==> src/rtl/aes_pkg.sv <==
// Shared AES definitions: GF(2^8) reduction constant, state/word types,
// the inverse-mix-columns FSM encoding and small byte/word helpers.
package aes_pkg;

    localparam int unsigned AES_STATE_W = 128;
    localparam int unsigned AES_WORD_W  = 32;
    localparam int unsigned NUM_COLS    = 4;
    localparam int unsigned COL_CNT_W   = 2;

    // Low byte of x^8+x^4+x^3+x+1
    localparam logic [7:0] GF_POLY = 8'h1B;

    typedef logic [AES_STATE_W-1:0] aes_state_t;
    typedef logic [AES_WORD_W-1:0]  aes_word_t;

    typedef enum logic [1:0] {
        ST_IDLE = 2'd0,
        ST_BUSY = 2'd1,
        ST_DONE = 2'd2
    } imc_state_e;

    // Multiply by x in GF(2^8)
    function automatic logic [7:0] xtime(input logic [7:0] b);
        return {b[6:0], 1'b0} ^ (b[7] ? GF_POLY : 8'h00);
    endfunction

    // Column c lives in bits [127-32c -: 32]
    function automatic aes_word_t get_word(input aes_state_t s, input logic [COL_CNT_W-1:0] idx);
        aes_word_t w;
        case (idx)
            2'd0:    w = s[127:96];
            2'd1:    w = s[95:64];
            2'd2:    w = s[63:32];
            default: w = s[31:0];
        endcase
        return w;
    endfunction

    function automatic aes_state_t put_word(input aes_state_t s, input logic [COL_CNT_W-1:0] idx,
                                            input aes_word_t w);
        aes_state_t r;
        r = s;
        case (idx)
            2'd0:    r[127:96] = w;
            2'd1:    r[95:64]  = w;
            2'd2:    r[63:32]  = w;
            default: r[31:0]   = w;
        endcase
        return r;
    endfunction

endpackage

==> src/rtl/inv_mix_column_word.sv <==
// Combinational InvMixColumns on one 32-bit column (row 0 in the MSB byte),
// built from xtime chains and XOR only.
//   col_in  : input column
//   col_out : transformed column
module inv_mix_column_word
    import aes_pkg::*;
(
    input  aes_word_t col_in,
    output aes_word_t col_out
);

    logic [7:0] a    [4];
    logic [7:0] m09  [4];
    logic [7:0] m0b  [4];
    logic [7:0] m0d  [4];
    logic [7:0] m0e  [4];

    // Per byte: x2, x4, x8 then combine into the four needed constants
    always_comb begin
        for (int i = 0; i < 4; i++) begin
            logic [7:0] x2;
            logic [7:0] x4;
            logic [7:0] x8;
            a[i]   = col_in[31-8*i -: 8];
            x2     = xtime(a[i]);
            x4     = xtime(x2);
            x8     = xtime(x4);
            m09[i] = x8 ^ a[i];
            m0b[i] = x8 ^ x2 ^ a[i];
            m0d[i] = x8 ^ x4 ^ a[i];
            m0e[i] = x8 ^ x4 ^ x2;
        end
    end

    assign col_out[31:24] = m0e[0] ^ m0b[1] ^ m0d[2] ^ m09[3];
    assign col_out[23:16] = m09[0] ^ m0e[1] ^ m0b[2] ^ m0d[3];
    assign col_out[15:8]  = m0d[0] ^ m09[1] ^ m0e[2] ^ m0b[3];
    assign col_out[7:0]   = m0b[0] ^ m0d[1] ^ m09[2] ^ m0e[3];

endmodule

==> src/rtl/inv_mix_columns_iter.sv <==
// AES InvMixColumns over a full 128-bit state with a valid/ready handshake.
// Default build: one shared column unit, one column per cycle (latency 4).
// INV_MIX_PARALLEL_EN: four column units, whole state at acceptance (latency 1).
//   CLK, RST            : clock, async active-high reset
//   in_valid/in_ready   : input handshake (in_ready is combinational from out_ready)
//   in_state            : input state, column c at [127-32c -: 32]
//   out_valid/out_ready : output handshake
//   out_state           : result, same layout, meaningful while out_valid=1
module inv_mix_columns_iter
    import aes_pkg::*;
#(
    parameter int unsigned DATA_WIDTH = 128
) (
    input  logic                  CLK,
    input  logic                  RST,
    input  logic                  in_valid,
    output logic                  in_ready,
    input  logic [DATA_WIDTH-1:0] in_state,
    output logic                  out_valid,
    input  logic                  out_ready,
    output logic [DATA_WIDTH-1:0] out_state
);

    imc_state_e               state_q, state_d;
    logic [COL_CNT_W-1:0]     col_cnt_q, col_cnt_d;
    aes_state_t               data_q, data_d;
    logic                     out_valid_q, out_valid_d;
    logic                     accept_c;

`ifdef INV_MIX_PARALLEL_EN
    aes_state_t               par_state;

    for (genvar g = 0; g < NUM_COLS; g++) begin : g_col
        inv_mix_column_word u_col (
            .col_in  (in_state[127-32*g -: 32]),
            .col_out (par_state[127-32*g -: 32])
        );
    end
`else
    aes_word_t                col_in;
    aes_word_t                col_out;
    logic [COL_CNT_W-1:0]     col_sel;

    // Acceptance transforms column 0 of the incoming state; BUSY walks data_q
    assign col_sel = accept_c ? COL_CNT_W'(0) : col_cnt_q;
    assign col_in  = get_word(accept_c ? aes_state_t'(in_state) : data_q, col_sel);

    inv_mix_column_word u_col (
        .col_in  (col_in),
        .col_out (col_out)
    );
`endif

    // State register
    always_ff @(posedge CLK or posedge RST) begin
        if (RST) state_q <= ST_IDLE;
        else     state_q <= state_d;
    end

    // Next-state logic
    always_comb begin
        state_d = state_q;
        case (state_q)
            ST_IDLE: begin
`ifdef INV_MIX_PARALLEL_EN
                if (accept_c) state_d = ST_DONE;
`else
                if (accept_c) state_d = ST_BUSY;
`endif
            end
            ST_BUSY: begin
`ifdef INV_MIX_PARALLEL_EN
                state_d = ST_IDLE;
`else
                if (col_cnt_q == COL_CNT_W'(NUM_COLS - 1)) state_d = ST_DONE;
`endif
            end
            ST_DONE: begin
`ifdef INV_MIX_PARALLEL_EN
                if (accept_c)       state_d = ST_DONE;
`else
                if (accept_c)       state_d = ST_BUSY;
`endif
                else if (out_ready) state_d = ST_IDLE;
            end
            default: state_d = ST_IDLE;
        endcase
    end

    // Output / datapath logic
    always_comb begin
        in_ready    = (state_q == ST_IDLE) | ((state_q == ST_DONE) & out_ready);
        accept_c    = in_valid & in_ready;
        data_d      = data_q;
        col_cnt_d   = col_cnt_q;
        out_valid_d = (state_d == ST_DONE);
`ifdef INV_MIX_PARALLEL_EN
        col_cnt_d   = '0;
        if (accept_c) data_d = par_state;
`else
        if (accept_c) begin
            data_d    = put_word(aes_state_t'(in_state), COL_CNT_W'(0), col_out);
            col_cnt_d = COL_CNT_W'(1);
        end else if (state_q == ST_BUSY) begin
            data_d    = put_word(data_q, col_cnt_q, col_out);
            col_cnt_d = col_cnt_q + COL_CNT_W'(1);
        end
`endif
    end

    // Datapath registers
    always_ff @(posedge CLK or posedge RST) begin
        if (RST) begin
            col_cnt_q   <= '0;
            data_q      <= '0;
            out_valid_q <= 1'b0;
        end else begin
            col_cnt_q   <= col_cnt_d;
            data_q      <= data_d;
            out_valid_q <= out_valid_d;
        end
    end

    assign out_valid = out_valid_q;
    assign out_state = DATA_WIDTH'(data_q);

endmodule
==> config.mk <==
export PLATFORM = sky130hd
export DESIGN_NAME = inv_mix_columns_iter
export DESIGN_NICKNAME = d
export VERILOG_FILES = /design/src/rtl/aes_pkg.sv /design/src/rtl/inv_mix_column_word.sv /design/src/rtl/inv_mix_columns_iter.sv
export SDC_FILE = /design/constraint.sdc
export NUM_CORES = 1
export LEC_CHECK = 0
export BUFFER_PORTS_ARGS = -buffer_cell sky130_fd_sc_hd__buf_2
export CORE_MARGIN = 2
export CORE_UTILIZATION = 55
export CTS_BUF_LIST = sky130_fd_sc_hd__clkbuf_4 sky130_fd_sc_hd__clkbuf_8
export DETAILED_ROUTE_END_ITERATION = 12
export GPL_TIMING_DRIVEN = 0
export HOLD_SLACK_MARGIN = 0.1
export PLACE_DENSITY = 0.94
export SKIP_LAST_GASP = 1
export SLEW_MARGIN = 20
export SYNTH_ARGS = -nofsm -noshare
export SYNTH_HDL_FRONTEND = slang
export SYNTH_HIERARCHICAL = 1
export SYNTH_SLANG_ARGS = --single-unit
==> constraint.sdc <==
create_clock -name CLK -period 4.6 [get_ports CLK]
set_input_delay 0 -clock CLK [delete_from_list [all_inputs] [get_ports CLK]]
set_output_delay 0 -clock CLK [all_outputs]
set_load 0.005 [all_outputs]
# == Word-level counts from Yosys, hierarchy flattened ==
# Index checks and enable logic that the tools add are counted.
# classes
bitwise,51
mux,28
add_sub_neg,1
eq_ne,9
n_reduce_logical,12
# op_table
operator,count
2-to-1 mux 128 bit,3
XOR 8 bit,48
2-to-1 mux 32 bit,4
case mux 32 bit (3 select lines),1
2-to-1 mux 5 bit,12
2-to-1 mux 2 bit,7
"equality test 2 bit, second input constant",5
AND reduction 2 bit,4
nonzero test 2 bit,4
"equality test 2 x 1 -> 1 bit, second input constant",3
logical NOT 2 bit,3
case mux 2 bit (3 select lines),1
OR reduction 3 bit,1
"adder 2 x 1 -> 2 bit, second input constant",1
bitwise AND 1 bit,2
"inequality test 2 x 1 -> 1 bit, second input constant",1
bitwise OR 1 bit,1
# totals
word_cells,108
out_inout_bits,130
register_bits,133
inputBits,132

# == Depth between registers and ports, before layout ==
# logic_depth
word_depth,21
ltp_mapped,13
depth_no_buf,10

# == Hierarchy ==
# The synthesis kept the hierarchy.
# by_module_without_submodules
module,cells_each,n_inst,area_each_um2,seq_area_each_um2
inv_mix_columns_iter,533,1,7171.9,3328.2
inv_mix_column_word,214,1,2079.5,0.0

# == Worst setup path before layout ==
# OpenSTA, ideal clock, no wires.
# synth_path
path_kind,flip-flop to flip-flop
start,register col_cnt_q[1]
end,"register data_q[77], in the netlist out_state[77]"
path_stages_with_launch,13
path_slack_ps,822
arrival_ps,3653
required_time_ps,4475
synth_period_minus_slack_ps,3778
setup_ps,125
path_buffers,3
cell_sequence,dfrtp_1 -> buf_2 -> buf_2 -> mux4_2 -> mux2_2 -> buf_4 -> xnor3_2 -> xor3_2 -> xnor2_1 -> xnor2_1 -> xnor2_1 -> mux2_2 -> mux2_2
# synth_between
word_cells_on_any_way,41
classes_between,eq/ne: 3; mux: 13; bitwise: 22; reduce/logical: 3
# synth_lines
item,line,source
start: declaration,inv_mix_columns_iter.sv:25,"logic [COL_CNT_W-1:0] col_cnt_q, col_cnt_d;"
start signal: assignment,inv_mix_columns_iter.sv:118,col_cnt_q <= col_cnt_d;
2-to-1 mux 2 bit (*),inv_mix_columns_iter.sv:45,assign col_sel = accept_c ? COL_CNT_W'(0) : col_cnt_q;
equality test 2 bit (tied with other cells),aes_pkg.sv:30,case (idx)
case mux 32 bit (3 select lines) (*),aes_pkg.sv:30,
via col_in[15],inv_mix_columns_iter.sv:40,aes_word_t col_in;
2-to-1 mux 5 bit (*),aes_pkg.sv:24,"return {b[6:0], 1'b0} ^ (b[7] ? GF_POLY : 8'h00);"
XOR 8 bit (*) (2 in a row),aes_pkg.sv:24,
XOR 8 bit,aes_pkg.sv:24,
XOR 8 bit (*) (2 in a row),inv_mix_column_word.sv:31,m0e[i] = x8 ^ x4 ^ x2;
XOR 8 bit (*) (2 in a row),inv_mix_column_word.sv:37,assign col_out[15:8] = m0d[0] ^ m09[1] ^ m0e[2] ^ m0b[3];
via col_out[13],inv_mix_columns_iter.sv:41,aes_word_t col_out;
2-to-1 mux 32 bit (*),aes_pkg.sv:43,case (idx)
2-to-1 mux 128 bit (*),inv_mix_columns_iter.sv:104,end else if (state_q == ST_BUSY) begin
2-to-1 mux 128 bit (*),inv_mix_columns_iter.sv:101,if (accept_c) begin
end signal: assignment,inv_mix_columns_iter.sv:119,data_q <= data_d;
end: declaration,inv_mix_columns_iter.sv:26,"aes_state_t data_q, data_d;"
# Mark *: on every way through the listed nets, which the timed path passes. The rest lies on a longest branch. The select of a mux whose other input is x is not followed.
# A chain may end at the register's enable or synchronous reset.

# == Worst setup path in the final report ==
# layout_path
start,register col_cnt_q[0]
end,"register data_q[77], in the netlist out_state[77]"
# The elaborated chain is that of the path after synthesis.

==> results_dict.tcl <==
set metrics [dict create \
    cp.required_ns 4.95 \
    fillers 1037 \
    crit_arrival_ns 4.86 \
    grt_overflow 0 \
    antenna_found_initial 0 \
    outcome "finished clean" \
    placed_cell_area_sq_um 10900 \
    drt_pass1_iterations 7 \
    worst_slew_pin_slew_ns 0.809 \
    synth_nets 883 \
    grt_first_pass_wirelength_mm 52.7 \
    antenna_left 0 \
    start_util_pct 56.0 \
    gp_congestion 1.03 \
    avgSynthCellArea_sq_um 12.4 \
    stdcell_area_sq_um 12300 \
    synthAdderAreaFrac_pct 0.541 \
    min_to "out_state[59]$_DFFE_PP0P_" \
    path_cells "buf_4, clkbuf_4, buf_2, mux4_2, mux2_2, buf_4, xnor3_2, xor3_2, xnor2_1, xnor2_1, xnor2_1, mux2_2, mux2_2" \
    endpoint_kind "flip-flop" \
    finalNetCount 1269 \
    clk_latency_ns 0.46 \
    fp.coreArea_sq_um 16500 \
    die_x_microns 134 \
    crit_path_max_incr_delay_ns 0.45 \
    synth_top_family_by_area "multiplexers" \
    setup_viol 0 \
    cp_slowest_cell "xor3_2" \
    cts_tree "done" \
    place_hpwl_mm 24.3 \
    r2r_slack_ns 0.1 \
    io_buffer_count 261 \
    rsz0062_at_grt "false" \
    syn_to_final_growth_pct 33.1 \
    synth_xor_area_share_pct 21.7 \
    drc_errors 0 \
    die-area_sq_um 17900 \
    finalClockSkew_ns 0.0178 \
    hp-start "in_state[59]" \
    max_freq_mhz 222 \
    finalCritPeriodShare_pct 97.9 \
    fp-row-count 47 \
    grt_max_degree 90 \
    numClockSinks 133 \
    hold_path_depth 3 \
    syn_area_sq_um 9250 \
    antenna_cells 0 \
    die_h_microns 134 \
    drv_slew 0 \
    r2r_end "out_state[77]$_DFFE_PP0P_" \
    yosys_warnings 6 \
    fin_crit_ns 4.50 \
    h-tree-depth 4 \
    drt_iter0_drc 948 \
    max-clock-path-buffers 2 \
    crit_fanout 10 \
    synth_mux_area_share_pct 26.6 \
    maxSlewHeadroom_pct 45.7 \
    drive_above_1_share_pct 44.7 \
    numCtsBuffers 17 \
    wl_per_cell_microns 25.9 \
    cts.reportedPaths.clkPinSlew_ns 0.09 \
    grtUsageTotal_pct 40.0 \
    clockRootBuffer "clkbuf_8" \
    finalHoldViolations 0 \
    ys_types 39 \
    maxCapViolations 0 \
    r2r_cells 13 \
    viasPerCell 6.22 \
    totalWireLength_mm 35.4 \
    vias 8481 \
    holdWs_ns 0.316 \
    timing.rr.start "col_cnt_q[0]$_DFFE_PP0P_" \
    postSynthCellCount 747 \
    ys_ff_latch 133 \
    critPathKind "flip-flop to flip-flop" \
    synth_compound_area_share_pct 5.73 \
    ys_seq_area_share_pct 36.0 \
    pin_count 262 \
    synthSimpleGateAreaFrac_pct 5.30 \
    grt_pass1_vias 8938 \
    startpoint_type "flip-flop" \
    hold_path.class "input port to flip-flop" \
]
==> Yosys cell counts (all sizes together) <==
master,n,area [sq um]
xnor2,161,1500
dfrtp,133,3330
mux2,122,1370
buf,43,288
o21ai,38,190
mux2i,37,370
nand4,36,225
xor2,34,320
and2,32,200
mux4,32,721
a221o,31,310
clkbuf,20,80.1
xnor3,6,138
ha,4,50.1
inv,4,15.0
nand3b,2,18.8
xor3,2,50.1
a31oi,1,6.26
a32oi,1,16.3
and2b,1,7.51
and3,1,11.3
and3b,1,8.76
nand2,1,3.75
nand2b,1,6.26
nand3,1,5.00
nor2,1,3.75
o31ai,1,7.51
==> area by class of cell <==
cell class	instances	area, sq um	share of cell area (%)
sequential	133	3330	27.0
inverter	4	22.5	0.183
clock buffer	20	263	2.13
buffer	63	375	3.05
timing repair buffer	367	2380	19.4
clock inverter	9	108	0.874
tap	220	275	2.24
multi-input combinational	547	5560	45.1
==> routing by layer <==
layer	GRT usage, %	vias up	part of all wire [%]	routed length [microns]
met2	66.2	720	48	17100
met1	49.3	4138	36	12800
met3	8.79	160	10	3600
li1	-	3463	-	-
met5	0	-	0	0
met4	21.2	0	5.1	1820
==> stage by stage <==
step                      setup slack [ns]  cells  util, %  TNS (ns)
after floorplan                      0.822    747        -         0
after global placement              -0.463   1228     65.6    -60.54
after detailed placement          -0.00803   1229     65.8   -0.0159
after CTS                           0.0637   1363     74.4         0
after global routing                0.0264   1363     74.5         0
final                               0.0953   1363     74.5         0
==> worst max-delay path: cells and delay by family (launching register included) <==
family / cells / cell delay [ns]
XOR/XNOR: 5 / 1.64
buffers and inverters: 4 / 1.08
flip-flops: 1 / 0.38
multiplexers: 4 / 1.30
==> how the worst max path moves through the flow <==
stage / endpoint / slack (ns) / start
final: out_state[77]$_DFFE_PP0P_ / 0.1 / col_cnt_q[0]$_DFFE_PP0P_
after global routing: out_state[68]$_DFFE_PP0P_ / 0.03 / col_cnt_q[1]$_DFFE_PP0P_
after CTS: out_state[77]$_DFFE_PP0P_ / 0.06 / col_cnt_q[0]$_DFFE_PP0P_
after detailed placement: out_state[68]$_DFFE_PP0P_ / -0.008 / col_cnt_q[1]$_DFFE_PP0P_
after global placement: out_state[58]$_DFFE_PP0P_ / -0.46 / RST
after floorplan: out_state[77]$_DFFE_PP0P_ / 0.82 / col_cnt_q[1]$_DFFE_PP0P_
==> state kept, by name (all words and copies together), names as in the netlist <==
| signal | count |
|---|---|
| state_q | 2 |
| col_cnt_q | 2 |
| out_state | 128 |
| out_valid | 1 |
==> placed cells by master (no fill, tap or decap), types with 11 or more instances in the layout <==
master,Yosys,layout
clkbuf_8,0,18
clkbuf_1,18,18
xor2_1,31,31
dfrtp_1,133,133
dlygate4sd3_1,0,105
xnor2_1,151,149
a221o_1,31,31
nand4_1,36,36
mux4_2,32,32
buf_2,23,281
buf_4,12,13
xnor2_2,9,11
mux2i_1,37,37
o21ai_0,38,38
and2_1,32,32
mux2_2,120,120
==> cell families (layout without fill, tap and decap cells) <==
| logic type | count (synthesis) | count (layout) |
|---|---|---|
| AO/OA/AOI/OAI | 72 | 72 |
| XOR/XNOR | 203 | 203 |
| adder cells (fa/ha/maj) | 4 | 4 |
| buffers and inverters | 67 | 463 |
| flip-flops | 133 | 133 |
| multiplexers | 191 | 191 |
| AND/OR/NAND/NOR | 77 | 77 |
==> what timing repair did <==
action / CTS / global route
hold buffers: 105 / 0
buffers inserted: 0 / 0
endpoints found under the setup margin: 3 / 6
cloned: 0 / 0
hold endpoints to repair: 231 / 0
resized for setup: 1 / 4
Power is not shown: default switching activity piles up to over one toggle a cycle in this logic, so the estimate is an artifact.
